===== config.mk =====
export PLATFORM = sky130hd
export DESIGN_NAME = stream_mux4
export DESIGN_NICKNAME = d
export VERILOG_FILES = /design/src/rtl/stream_mux4_pkg.sv /design/src/rtl/stream_mux4_rr_arbiter4.sv /design/src/rtl/stream_mux4.sv
export SDC_FILE = /design/constraint.sdc
export NUM_CORES = 1
export LEC_CHECK = 0
export BUFFER_PORTS_ARGS = -buffer_cell sky130_fd_sc_hd__buf_2
export CAP_MARGIN = 25
export CORE_MARGIN = 3
export CORE_UTILIZATION = 38
export CTS_CLUSTER_DIAMETER = 30
export DETAILED_ROUTE_END_ITERATION = 6
export PLACE_DENSITY = 0.81
export SYNTH_ARGS = -nofsm -noshare
export SYNTH_HDL_FRONTEND = slang
export SYNTH_SLANG_ARGS = --single-unit

===== constraint.sdc =====
create_clock -name clk -period 1.9 [get_ports clk]
set_clock_uncertainty 0.2 [all_clocks]
set_input_delay 0.38 -clock clk [delete_from_list [all_inputs] [get_ports clk]]
set_output_delay 0.38 -clock clk [all_outputs]
set_load 0.05 [all_outputs]

===== src/rtl/stream_mux4_pkg.sv =====
// Shared definitions for the four-channel packet-aware stream multiplexer.
// Holds the channel count, the channel-index type and the FSM state encoding.
package stream_mux4_pkg;

  localparam int unsigned NCH    = 4;
  localparam int unsigned ChIdxW = 2;

  typedef logic [ChIdxW-1:0] ch_idx_t;

  typedef enum logic {
    StIdle = 1'b0,
    StBusy = 1'b1
  } state_e;

endpackage


===== src/rtl/stream_mux4_rr_arbiter4.sv =====
// Combinational four-way round-robin arbiter.
//   req      : per-channel request
//   last_gnt : channel granted most recently; search starts one past it
//   gnt_idx  : first requester found in order last_gnt+1 .. last_gnt+4 (mod 4)
//   any      : at least one request is present
module rr_arbiter4
  import stream_mux4_pkg::*;
(
  input  logic [NCH-1:0] req,
  input  ch_idx_t        last_gnt,
  output ch_idx_t        gnt_idx,
  output logic           any
);

  ch_idx_t idx;

  // Walk the offsets from farthest to nearest so the nearest requester wins.
  always_comb begin
    gnt_idx = '0;
    idx     = '0;
    any     = |req;
    for (int k = NCH; k >= 1; k--) begin
      idx = last_gnt + ChIdxW'(k);
      if (req[idx]) begin
        gnt_idx = idx;
      end
    end
  end

endmodule


===== src/rtl/stream_mux4.sv =====
// Four-to-one packet-aware round-robin stream multiplexer with a registered output.
// A grant is held from the first beat of a packet until its last beat is accepted.
//   clk, rst        : clock, synchronous active-high reset
//   en              : block enable; low stalls grants and input beats, output still drains
//   in_data         : channel i data at [i*WIDTH +: WIDTH]
//   in_valid/last   : per-channel beat valid and end-of-packet
//   in_ready        : per-channel accept
//   dout, dout_valid, dout_last, dout_sel : registered output beat and its source channel
//   dout_ready      : downstream accept
module stream_mux4
  import stream_mux4_pkg::*;
#(
  parameter int unsigned WIDTH = 8
) (
  input  logic                 clk,
  input  logic                 rst,
  input  logic                 en,
  input  logic [NCH*WIDTH-1:0] in_data,
  input  logic [NCH-1:0]       in_valid,
  input  logic [NCH-1:0]       in_last,
  output logic [NCH-1:0]       in_ready,
  output logic [WIDTH-1:0]     dout,
  output logic                 dout_valid,
  output logic                 dout_last,
  output logic [ChIdxW-1:0]    dout_sel,
  input  logic                 dout_ready
);

  state_e           state_q, state_d;
  ch_idx_t          gnt_q, gnt_d;
  ch_idx_t          last_gnt_q, last_gnt_d;
  logic [WIDTH-1:0] dout_q, dout_d;
  logic             dout_valid_q, dout_valid_d;
  logic             dout_last_q, dout_last_d;
  ch_idx_t          dout_sel_q, dout_sel_d;

  ch_idx_t          arb_idx;
  logic             arb_any;
  logic             accept;
  logic             beat_last;
  logic [WIDTH-1:0] beat_data;

  rr_arbiter4 u_arb (
    .req      (in_valid),
    .last_gnt (last_gnt_q),
    .gnt_idx  (arb_idx),
    .any      (arb_any)
  );

  // Only the granted channel can be ready, and only when the output slot is free
  // or being emptied this cycle.
  always_comb begin
    in_ready = '0;
    if (!rst && state_q == StBusy) begin
      in_ready[gnt_q] = en && (!dout_valid_q || dout_ready);
    end
  end

  assign accept    = in_ready[gnt_q] & in_valid[gnt_q];
  assign beat_last = in_last[gnt_q];
  assign beat_data = in_data[gnt_q*WIDTH +: WIDTH];

  always_comb begin
    state_d      = state_q;
    gnt_d        = gnt_q;
    last_gnt_d   = last_gnt_q;
    dout_d       = dout_q;
    dout_valid_d = dout_valid_q;
    dout_last_d  = dout_last_q;
    dout_sel_d   = dout_sel_q;

    unique case (state_q)
      StIdle: begin
        if (en && arb_any) begin
          gnt_d   = arb_idx;
          state_d = StBusy;
        end
      end
      StBusy: begin
        if (accept && beat_last) begin
          last_gnt_d = gnt_q;
          state_d    = StIdle;
        end
      end
      default: state_d = StIdle;
    endcase

    if (accept) begin
      dout_d       = beat_data;
      dout_last_d  = beat_last;
      dout_sel_d   = gnt_q;
      dout_valid_d = 1'b1;
    end else if (dout_ready) begin
      dout_valid_d = 1'b0;
    end
  end

  always_ff @(posedge clk) begin
    if (rst) begin
      state_q      <= StIdle;
      gnt_q        <= '0;
      last_gnt_q   <= ch_idx_t'(NCH - 1);
      dout_q       <= '0;
      dout_valid_q <= 1'b0;
      dout_last_q  <= 1'b0;
      dout_sel_q   <= '0;
    end else begin
      state_q      <= state_d;
      gnt_q        <= gnt_d;
      last_gnt_q   <= last_gnt_d;
      dout_q       <= dout_d;
      dout_valid_q <= dout_valid_d;
      dout_last_q  <= dout_last_d;
      dout_sel_q   <= dout_sel_d;
    end
  end

  assign dout       = dout_q;
  assign dout_valid = dout_valid_q;
  assign dout_last  = dout_last_q;
  assign dout_sel   = dout_sel_q;

endmodule


Word level (Yosys, flattened, before mapping)
Cells that the tools add are included.

$add $sub $neg: 3. $lt $le $gt $ge: 6. Shift-type cells: 1. Multiplexer cells: 26. Bitwise logic cells: 3. Reduce and logical (&&, ||, !) cells: 12.

Operator list (count): $shiftx 32x6->8 (1); $lt 2x3->1 const B (5); $bmux 1 s2 (7); $mux 1 (12); $mux 2 (4); $logic_and 1x1->1 (5); $add 2x2->2 const B (2); $and 4x4->4 (1); $mux 4 (1); $reduce_and 2->1 (2); $reduce_or 4->1 (1); $add 2x1->2 const B (1); $demux 1 s2 (1); $ge 2x1->1 const B (1); $logic_not 1->1 (2); $pmux 1 s2 (1); $reduce_bool 2->1 (1); $and 1x1->1 (1); $logic_or 1x1->1 (1); $not 1->1 (1).

Flip-flop bits (word level): 17. Bits of input ports: 44. Output and inout port bits: 16.

Depth between registers and ports, before layout
Gate-level depths: netlist (run 1).

Depth after elaboration: 12. Depth in mapped cells: 6.

Modules after synthesis
A second synthesis (run 1) with hierarchy kept.

Cells, all modules: 104. Area total of the unflattened synthesis: 1109.8 sq um.

By module, submodules not included: stream_mux4 (times used 1, cells an instance 90, area an instance 1018.5 sq um, seq. area each 340.3 sq um); rr_arbiter4 (times used 1, cells an instance 14, area an instance 91.3 sq um, seq. area each 0.0 sq um).

Least setup slack after synthesis (run 1)
No wires, ideal clock.

Path type: register to output. From: reg gnt_q[1]. To: out in_ready[2]. Data arrival time: 1.986 ns. Data required time: 1.320 ns. Path slack: -0.666 ns. Cell stages (with the launch flop): 5. Path buffers: 2. Cells stage by stage: dfxtp_1 buf_2 clkbuf_1 inv_1 nor3_1.

Cells in the longest elaborated chain, start to end: 6.

RTL lines: start: declaration (RTL line stream_mux4.sv:30) `ch_idx_t gnt_q, gnt_d;`; start signal: assignment (RTL line stream_mux4.sv:109) `gnt_q <= gnt_d;`; $lt 2x3->1 (implied by the code) or $ge 2x1->1 (tied branches) (RTL line stream_mux4.sv:55) `in_ready[gnt_q] = en && (!dout_valid_q || dout_ready);`; $logic_and 1x1->1 (RTL line stream_mux4.sv:55); $mux 1 (implied by the code) (RTL line stream_mux4.sv:55); $demux 1 s2 (*) (RTL line stream_mux4.sv:55); $and 4x4->4 (no line) (*); $mux 4 (*) (RTL line stream_mux4.sv:54) `if (!rst && state_q == StBusy) begin`; end: declaration (RTL line stream_mux4.sv:21) `output logic [NCH-1:0] in_ready,`.

Every way passes the cells marked *; elsewhere a longest branch is shown, timed or not.

Worst setup path in the final report (run 1)
From: reg state_q. To: out in_ready[2].

Cells in the longest elaborated chain, start to end: 2.

RTL lines: start: declaration (RTL line stream_mux4.sv:29) `state_e state_q, state_d;`; start signal: assignment (RTL line stream_mux4.sv:100) `state_q <= StIdle;`; start signal: assignment (RTL line stream_mux4.sv:108) `state_q <= state_d;`; $logic_and 1x1->1 (RTL line stream_mux4.sv:54); $mux 4 (RTL line stream_mux4.sv:54).

Every way passes these cells.

==> results of run 1 <==
cells by family after synthesis:
| family | Yosys count | synth area share, % |
|---|---|---|
| compound gates | 27 | 16.5 |
| simple gates | 37 | 18.7 |
| mux | 12 | 23.5 |
| buf+inv | 13 | 7.06 |
| flops | 17 | 34.3 |
metrics by stage:
stage                     setup TNS [ns]  instance area [sq um]  instances
after CTS                              0                   1500        201
after global placement                 0                   1430        195
after global routing             -0.0654                   1510        202
final                                  0                   1510        202
after floorplan                  -0.0391                   1050        106
after detailed placement               0                   1430        195
worst min path at each step:
stage / to / depth (start not counted) / slack (ns) / start
final: dout[6]$_SDFFE_PP0P_ / 2 / 0.26 / dout[6]$_SDFFE_PP0P_
after floorplan: last_gnt_q[0]$_SDFFE_PP1P_ / 1 / 0.29 / last_gnt_q[0]$_SDFFE_PP1P_
after global routing: dout[0]$_SDFFE_PP0P_ / 2 / 0.29 / dout[0]$_SDFFE_PP0P_
after detailed placement: dout[6]$_SDFFE_PP0P_ / 2 / 0.25 / dout[6]$_SDFFE_PP0P_
after global placement: dout[5]$_SDFFE_PP0P_ / 2 / 0.24 / dout[5]$_SDFFE_PP0P_
after CTS: dout[6]$_SDFFE_PP0P_ / 2 / 0.26 / dout[6]$_SDFFE_PP0P_
worst max-delay path: cells and delay by family, from the launching register on:
family	cells	cell delay [ns]
flops	1	0.33
buf+inv	1	0.18
simple gates	3	0.49
Yosys cell counts:
cell type	n
nand2_1	20
dfxtp_1	17
a21oi_1	11
mux4_2	9
o21ai_0	7
inv_1	5
nor3_1	5
nand3b_1	4
clkbuf_1	3
mux2i_1	3
a221o_1	2
and3b_1	2
buf_2	2
buf_6	2
nor2_1	2
o22ai_1	2
a211o_1	1
a21o_1	1
and3_4	1
buf_4	1
nand2b_1	1
nand3_1	1
o21a_1	1
o21ai_2	1
o31a_1	1
or4_1	1
cell type report:
type                       count  area, sq um  area share, %
clock buffer                   4         26.3           1.74
inverter                       5         18.8           1.24
multi-input combinational     76          636           42.2
sequential                    17          345           22.9
tap                           28         35.0           2.32
timing repair buffer          72          447           29.6
routing by layer:
| layer | vias to the layer above | GRT usage (%) |
|---|---|---|
| li1 | 528 | - |
| met2 | 56 | 31.8 |
| met1 | 502 | 19.2 |
| met5 | - | 0 |
| met4 | 0 | 5.63 |
| met3 | 2 | 4.07 |
registers in the layout, summed over array words and instances (netlist names):
signal / cells
dout_valid: 1
last_gnt_q: 2
dout_sel: 2
dout: 8
state_q: 1
dout_last: 1
gnt_q: 2
power groups by stage:
stage / logic (mW) / clock network [mW] / registers (mW)
floorplan: 0.117 / 0 / 0.399
global placement: 0.208 / 0 / 0.384
detailed placement: 0.215 / 0 / 0.384
CTS: 0.226 / 0.198 / 0.373
global route: 0.245 / 0.218 / 0.376
finish: 0.226 / 0.190 / 0.374
what timing repair did:
action | in CTS | in global routing
pin swaps | 2 | 2
endpoints found under the hold margin | 0 | 0
buffers inserted | 2 | 1
gates resized for setup | 11 | 1
endpoints found under the setup margin | 4 | 4
==> summary.txt, run 1 <==
Run status
  • Status: finished, final reports clean

Logic synthesis
  • Synth unique cells: 26
  • Cell count after synthesis: 106
  • Warnings, synthesis: 0
  • Synthesized area: 992 sq um
  • Yosys top cell area share: 34.3%
  • Yosys top cell by area: dfxtp_1
  • Synthesized flop and latch total: 17
  • Avg Cell Area, Syn: 9.36 sq um
  • Net Count, Synth: 150
  • Largest cells by area after synthesis: dfxtp_1 (34%), mux4_2 (20%), nand2_1 (7.6%)
  • Sequential area share after synthesis: 34.3%

Pwr
  • P_leak: 0.672 nW
  • Sequential Power Share: 47.3%
  • Peak VDD IR: 426 uV
  • Comb pwr share: 28.7%
  • Sw Share: 28.3%
  • Final Total Pwr: 0.790 mW
  • P_sw: 0.224 mW
  • Clock power frac: 24.0%
  • Power Dens Cells: 524 nW/um^2
  • Int Pwr: 0.567 mW

CTS
  • Htree depth: 1
  • TritonCTS clock tree: done
  • Worst-path clk slew: 0.10 ns
  • Clk buf depth: 2
  • Hold Buf Count CTS: 0
  • Root buf cell: clkbuf_4
  • Total CTS buffers: 3
  • Clk sinks: 17
  • Worst skew pair latency: 0.28 ns

Worst setup path
  • R2R Setup Slk: 0.08 ns
  • R2r endpoint: last_gnt_q[0]$_SDFFE_PP1P_
  • CP Data Required Time: 1.32 ns
  • Cell Chain, Critical Path: and3b_2, nand2_4, nor3_4, buf_6
  • Worst R2R Path Depth: 4
  • Crit path kind: flip-flop to output port
  • Crit path max-delay cell type: dfxtp_2
  • Crit end category: output port
  • CP max stage delay: 0.33 ns
  • Worst setup startpoint: state_q$_SDFF_PP0_
  • Critical Path End: in_ready[2]
  • Worst r2r src: gnt_q[0]$_SDFFE_PP0P_
  • Crit-path max FO: 4
  • Kind of start point of the critical path: flip-flop
  • WP data arrival: 1.30 ns

Finish
  • Final core utilization: 64.4%
  • Synth-to-Final Area Change: 52.0%
  • Nets: 219
  • Number of diodes: 0
  • Most frequent cells in the layout: buf_2 (55), nand2_1 (19), dfxtp_1 (15), a21oi_1 (11), buf_4 (10)
  • Commonest non-fill, non-tap cell in the layout: buf_2
  • Layout cells sized above 1: 54.0%
  • # fillers: 199

STA
  • Final setup margin: 0.0229 ns
  • Final Setup Violations: 0
  • Worst hold slack: 0.257 ns
  • Worst Max-Slew Pin Slew: 0.256 ns
  • Max-slew violations: 0
  • Final hold vios: 0
  • Max_slew headroom: 82.9%
  • RSZ-0062 raised after global routing: true
  • Tcrit/Tclk final: 98.8%
  • Peak Freq: 0.533 GHz
  • Final Critical Period: 1.88 ns

Floorplan
  • # IOs: 60
  • Initial Util: 42.4%
  • Core box area: 2340 sq um
  • Die width: 57.1 um
  • Die area: 3260 sq um
  • Row cnt: 17
  • Chip height: 57.1 um

Drt
  • WL per Instance: 13.7 um
  • DRT Pass-1 Iters: 4
  • Uppermost routed layer: met4
  • WL met3: 297 um
  • Wirelength, routed: 2760 um
  • Vias/cell: 5.39
  • DRC: 0
  • Detailed Route Iter0 Violations: 39
  • Metal2 WL: 1350 um
  • M1 wire length: 1110 um
  • Post-route ant nets: 0
  • Total vias in the final route: 1088

Global route
  • Vias in the first global route: 1065
  • Initial antenna violation count: 0
  • Largest net degree at the start of global routing: 19
  • Global-route wire length before repair: 4470 um
  • Grt total ovfl: 0
  • Total track usage: 17.2%

Place
  • DP HPWL: 2250 um
  • DP Worst Slack: 0.0320 ns
  • Port Buffers: 59
  • Placer Congestion: 0.815

Run
  • Max Cap Violations: 0

Min path
  • Worst hold-check path type: flip-flop to flip-flop
No activity file was read; power rests on OpenSTA's default activity.
==> inputs of run 2 (changes only) <==
--- a/config.mk
+++ b/config.mk
@@ -11,6 +11,7 @@
 export CORE_UTILIZATION = 38
 export CTS_CLUSTER_DIAMETER = 30
 export DETAILED_ROUTE_END_ITERATION = 6
+export MAX_ROUTING_LAYER = met4
 export PLACE_DENSITY = 0.81
 export SYNTH_ARGS = -nofsm -noshare
 export SYNTH_HDL_FRONTEND = slang
==> run 2 against run 1 <==
  * Utilization increased by 0.53 points
  * Highest routed layer unchanged
  * Non-clock buffer count increased by 1
  * Via count increased by 0.55%
==> summary.txt, run 2 (synthesis gave the netlist of run 1 again) <==
Finish
  • Commonest non-fill, non-tap cell in the layout: buf_2
  • Most frequent cells in the layout: buf_2 (55), nand2_1 (19), dfxtp_1 (15), a21oi_1 (11), buf_4 (11)
  • Sequential Area: 345 sq um
  • Max reg flops: 8
  • Number of diodes: 0
  • Synth-to-Final Area Change: 53.2%
  • Nets: 220
  • Area of the multi-input gates: 636 sq um
  • Final core utilization: 65.0%
  • # fillers: 187
  • Layout cells sized above 1: 55.4%

Global route
  • Total track usage: 17.7%
  • Global-route wire length before repair: 4470 um
  • Largest net degree at the start of global routing: 19
  • Grt total ovfl: 0
  • Vias in the first global route: 999
  • Initial antenna violation count: 0

Floorplan
  • Die width: 57.1 um
  • Initial Util: 42.4%
  • # IOs: 60
  • Row cnt: 17
  • Chip height: 57.1 um
  • Die area: 3260 sq um
  • Core box area: 2340 sq um

CTS
  • Worst-path clk slew: 0.10 ns
  • Htree depth: 1
  • TritonCTS clock tree: done
  • Root buf cell: clkbuf_4
  • Clk buf depth: 2
  • Worst skew pair latency: 0.29 ns
  • Total CTS buffers: 3
  • Clk sinks: 17

Worst setup path
  • CP Data Required Time: 1.32 ns
  • Crit end category: output port
  • Worst R2R Path Depth: 4
  • Worst setup startpoint: state_q$_SDFF_PP0_
  • Crit path kind: flip-flop to output port
  • Crit path max-delay cell type: dfxtp_2
  • CP max stage delay: 0.33 ns
  • Kind of start point of the critical path: flip-flop
  • Cell Chain, Critical Path: and3b_2, nand2_4, nor3_4, buf_6
  • Worst r2r src: gnt_q[0]$_SDFFE_PP0P_
  • R2R Setup Slk: 0.08 ns
  • Crit-path max FO: 4
  • R2r endpoint: last_gnt_q[0]$_SDFFE_PP1P_
  • WP data arrival: 1.30 ns

STA
  • Final Critical Period: 1.88 ns
  • Max_slew headroom: 83.2%
  • Final hold vios: 0
  • Worst hold slack: 0.256 ns
  • RSZ-0062 raised after global routing: true
  • Worst Max-Slew Pin Slew: 0.254 ns
  • Peak Freq: 0.533 GHz
  • Max-slew violations: 0
  • Tcrit/Tclk final: 98.7%
  • Final Setup Violations: 0

Run
  • Max Cap Violations: 0

Min path
  • Worst hold path depth: 2
  • Worst hold-check path type: flip-flop to flip-flop
  • Hold Path Origin: dout_last$_SDFFE_PP0P_
  • Worst hold endpoint: dout_last$_SDFFE_PP0P_

Drt
  • Wirelength, routed: 2750 um
  • Post-route ant nets: 0
  • DRT Pass-1 Iters: 4
  • Total vias in the final route: 1094
  • WL per Instance: 13.6 um
  • Detailed Route Iter0 Violations: 62
  • Vias/cell: 5.39
  • DRC: 0

Place
  • Placer Congestion: 0.824
  • DP HPWL: 2200 um
  • Port Buffers: 59

Pwr
  • Peak VDD IR: 433 uV
  • Power Dens Cells: 525 nW/um^2
  • P_leak: 0.678 nW

Run status
  • Status: finished, final reports clean
run 2: cell count changes in the layout (fill, tap and decap cells not counted):
cell / before / now
clkbuf_1: 1 / 0
clkinv_2: 0 / 1
inv_1: 5 / 4
buf_4: 10 / 11
clkinvlp_4: 0 / 1
run 2: per-stage QoR:
stage	power, mW	instances	setup slack [ns]	TNS [ns]	instance area [sq um]
2_1_floorplan	0.516	106	-0.0391	-0.0391	1050
3_3_place_gp	0.591	194	0.0231	0	1420
3_5_place_dp	0.598	194	0.0165	0	1420
4_1_cts	0.804	202	0.00450	0	1500
5_1_grt	0.846	203	-0.0358	-0.0751	1520
6_report	0.798	203	0.0239	0	1520
run 2: where the power goes:
| part | switching (mW) | total [mW] | internal, mW |
|---|---|---|---|
| clock | 0.114 | 0.192 | 0.0782 |
| sequential | 0.00673 | 0.374 | 0.367 |
| combinational | 0.111 | 0.231 | 0.121 |
run 2: per-layer routing:
metal	GRT usage (%)	vias up	share of wire, %
li1	-	526	-
met1	19.6	500	39
met2	31.2	64	49
met3	4.07	4	11
met4	5.96	0	1.2
met5	-	-	0
run 2: cell type report:
type,count,share of cell area [%]
Clock buffer,3,1.48
Tap cell,28,2.30
Inverter,5,1.48
Multi-Input combinational cell,76,41.8
Sequential cell,17,22.7
Timing Repair Buffer,73,29.9
Clock inverter,1,0.329
run 2: worst max path at each step:
stage	to	slack (ns)	depth (start not counted)
after global placement	in_ready[2]	0.02	5
after floorplan	in_ready[2]	-0.04	4
final	in_ready[2]	0.02	4
after CTS	in_ready[0]	0.004	4
after detailed placement	in_ready[2]	0.02	5
after global routing	in_ready[2]	-0.04	4
run 2: repair_timing:
item,in CTS,in global routing
setup endpoints to repair,4,4
pin swaps,2,1
hold buffers,0,0
resized for setup,10,3
setup buffers,4,1
run 2: critical path, delay by kind of cell (launching register included):
family                 cells  cell delay (ns)
buffers and inverters      1             0.18
flip-flops                 1             0.33
AND/OR/NAND/NOR            3             0.50
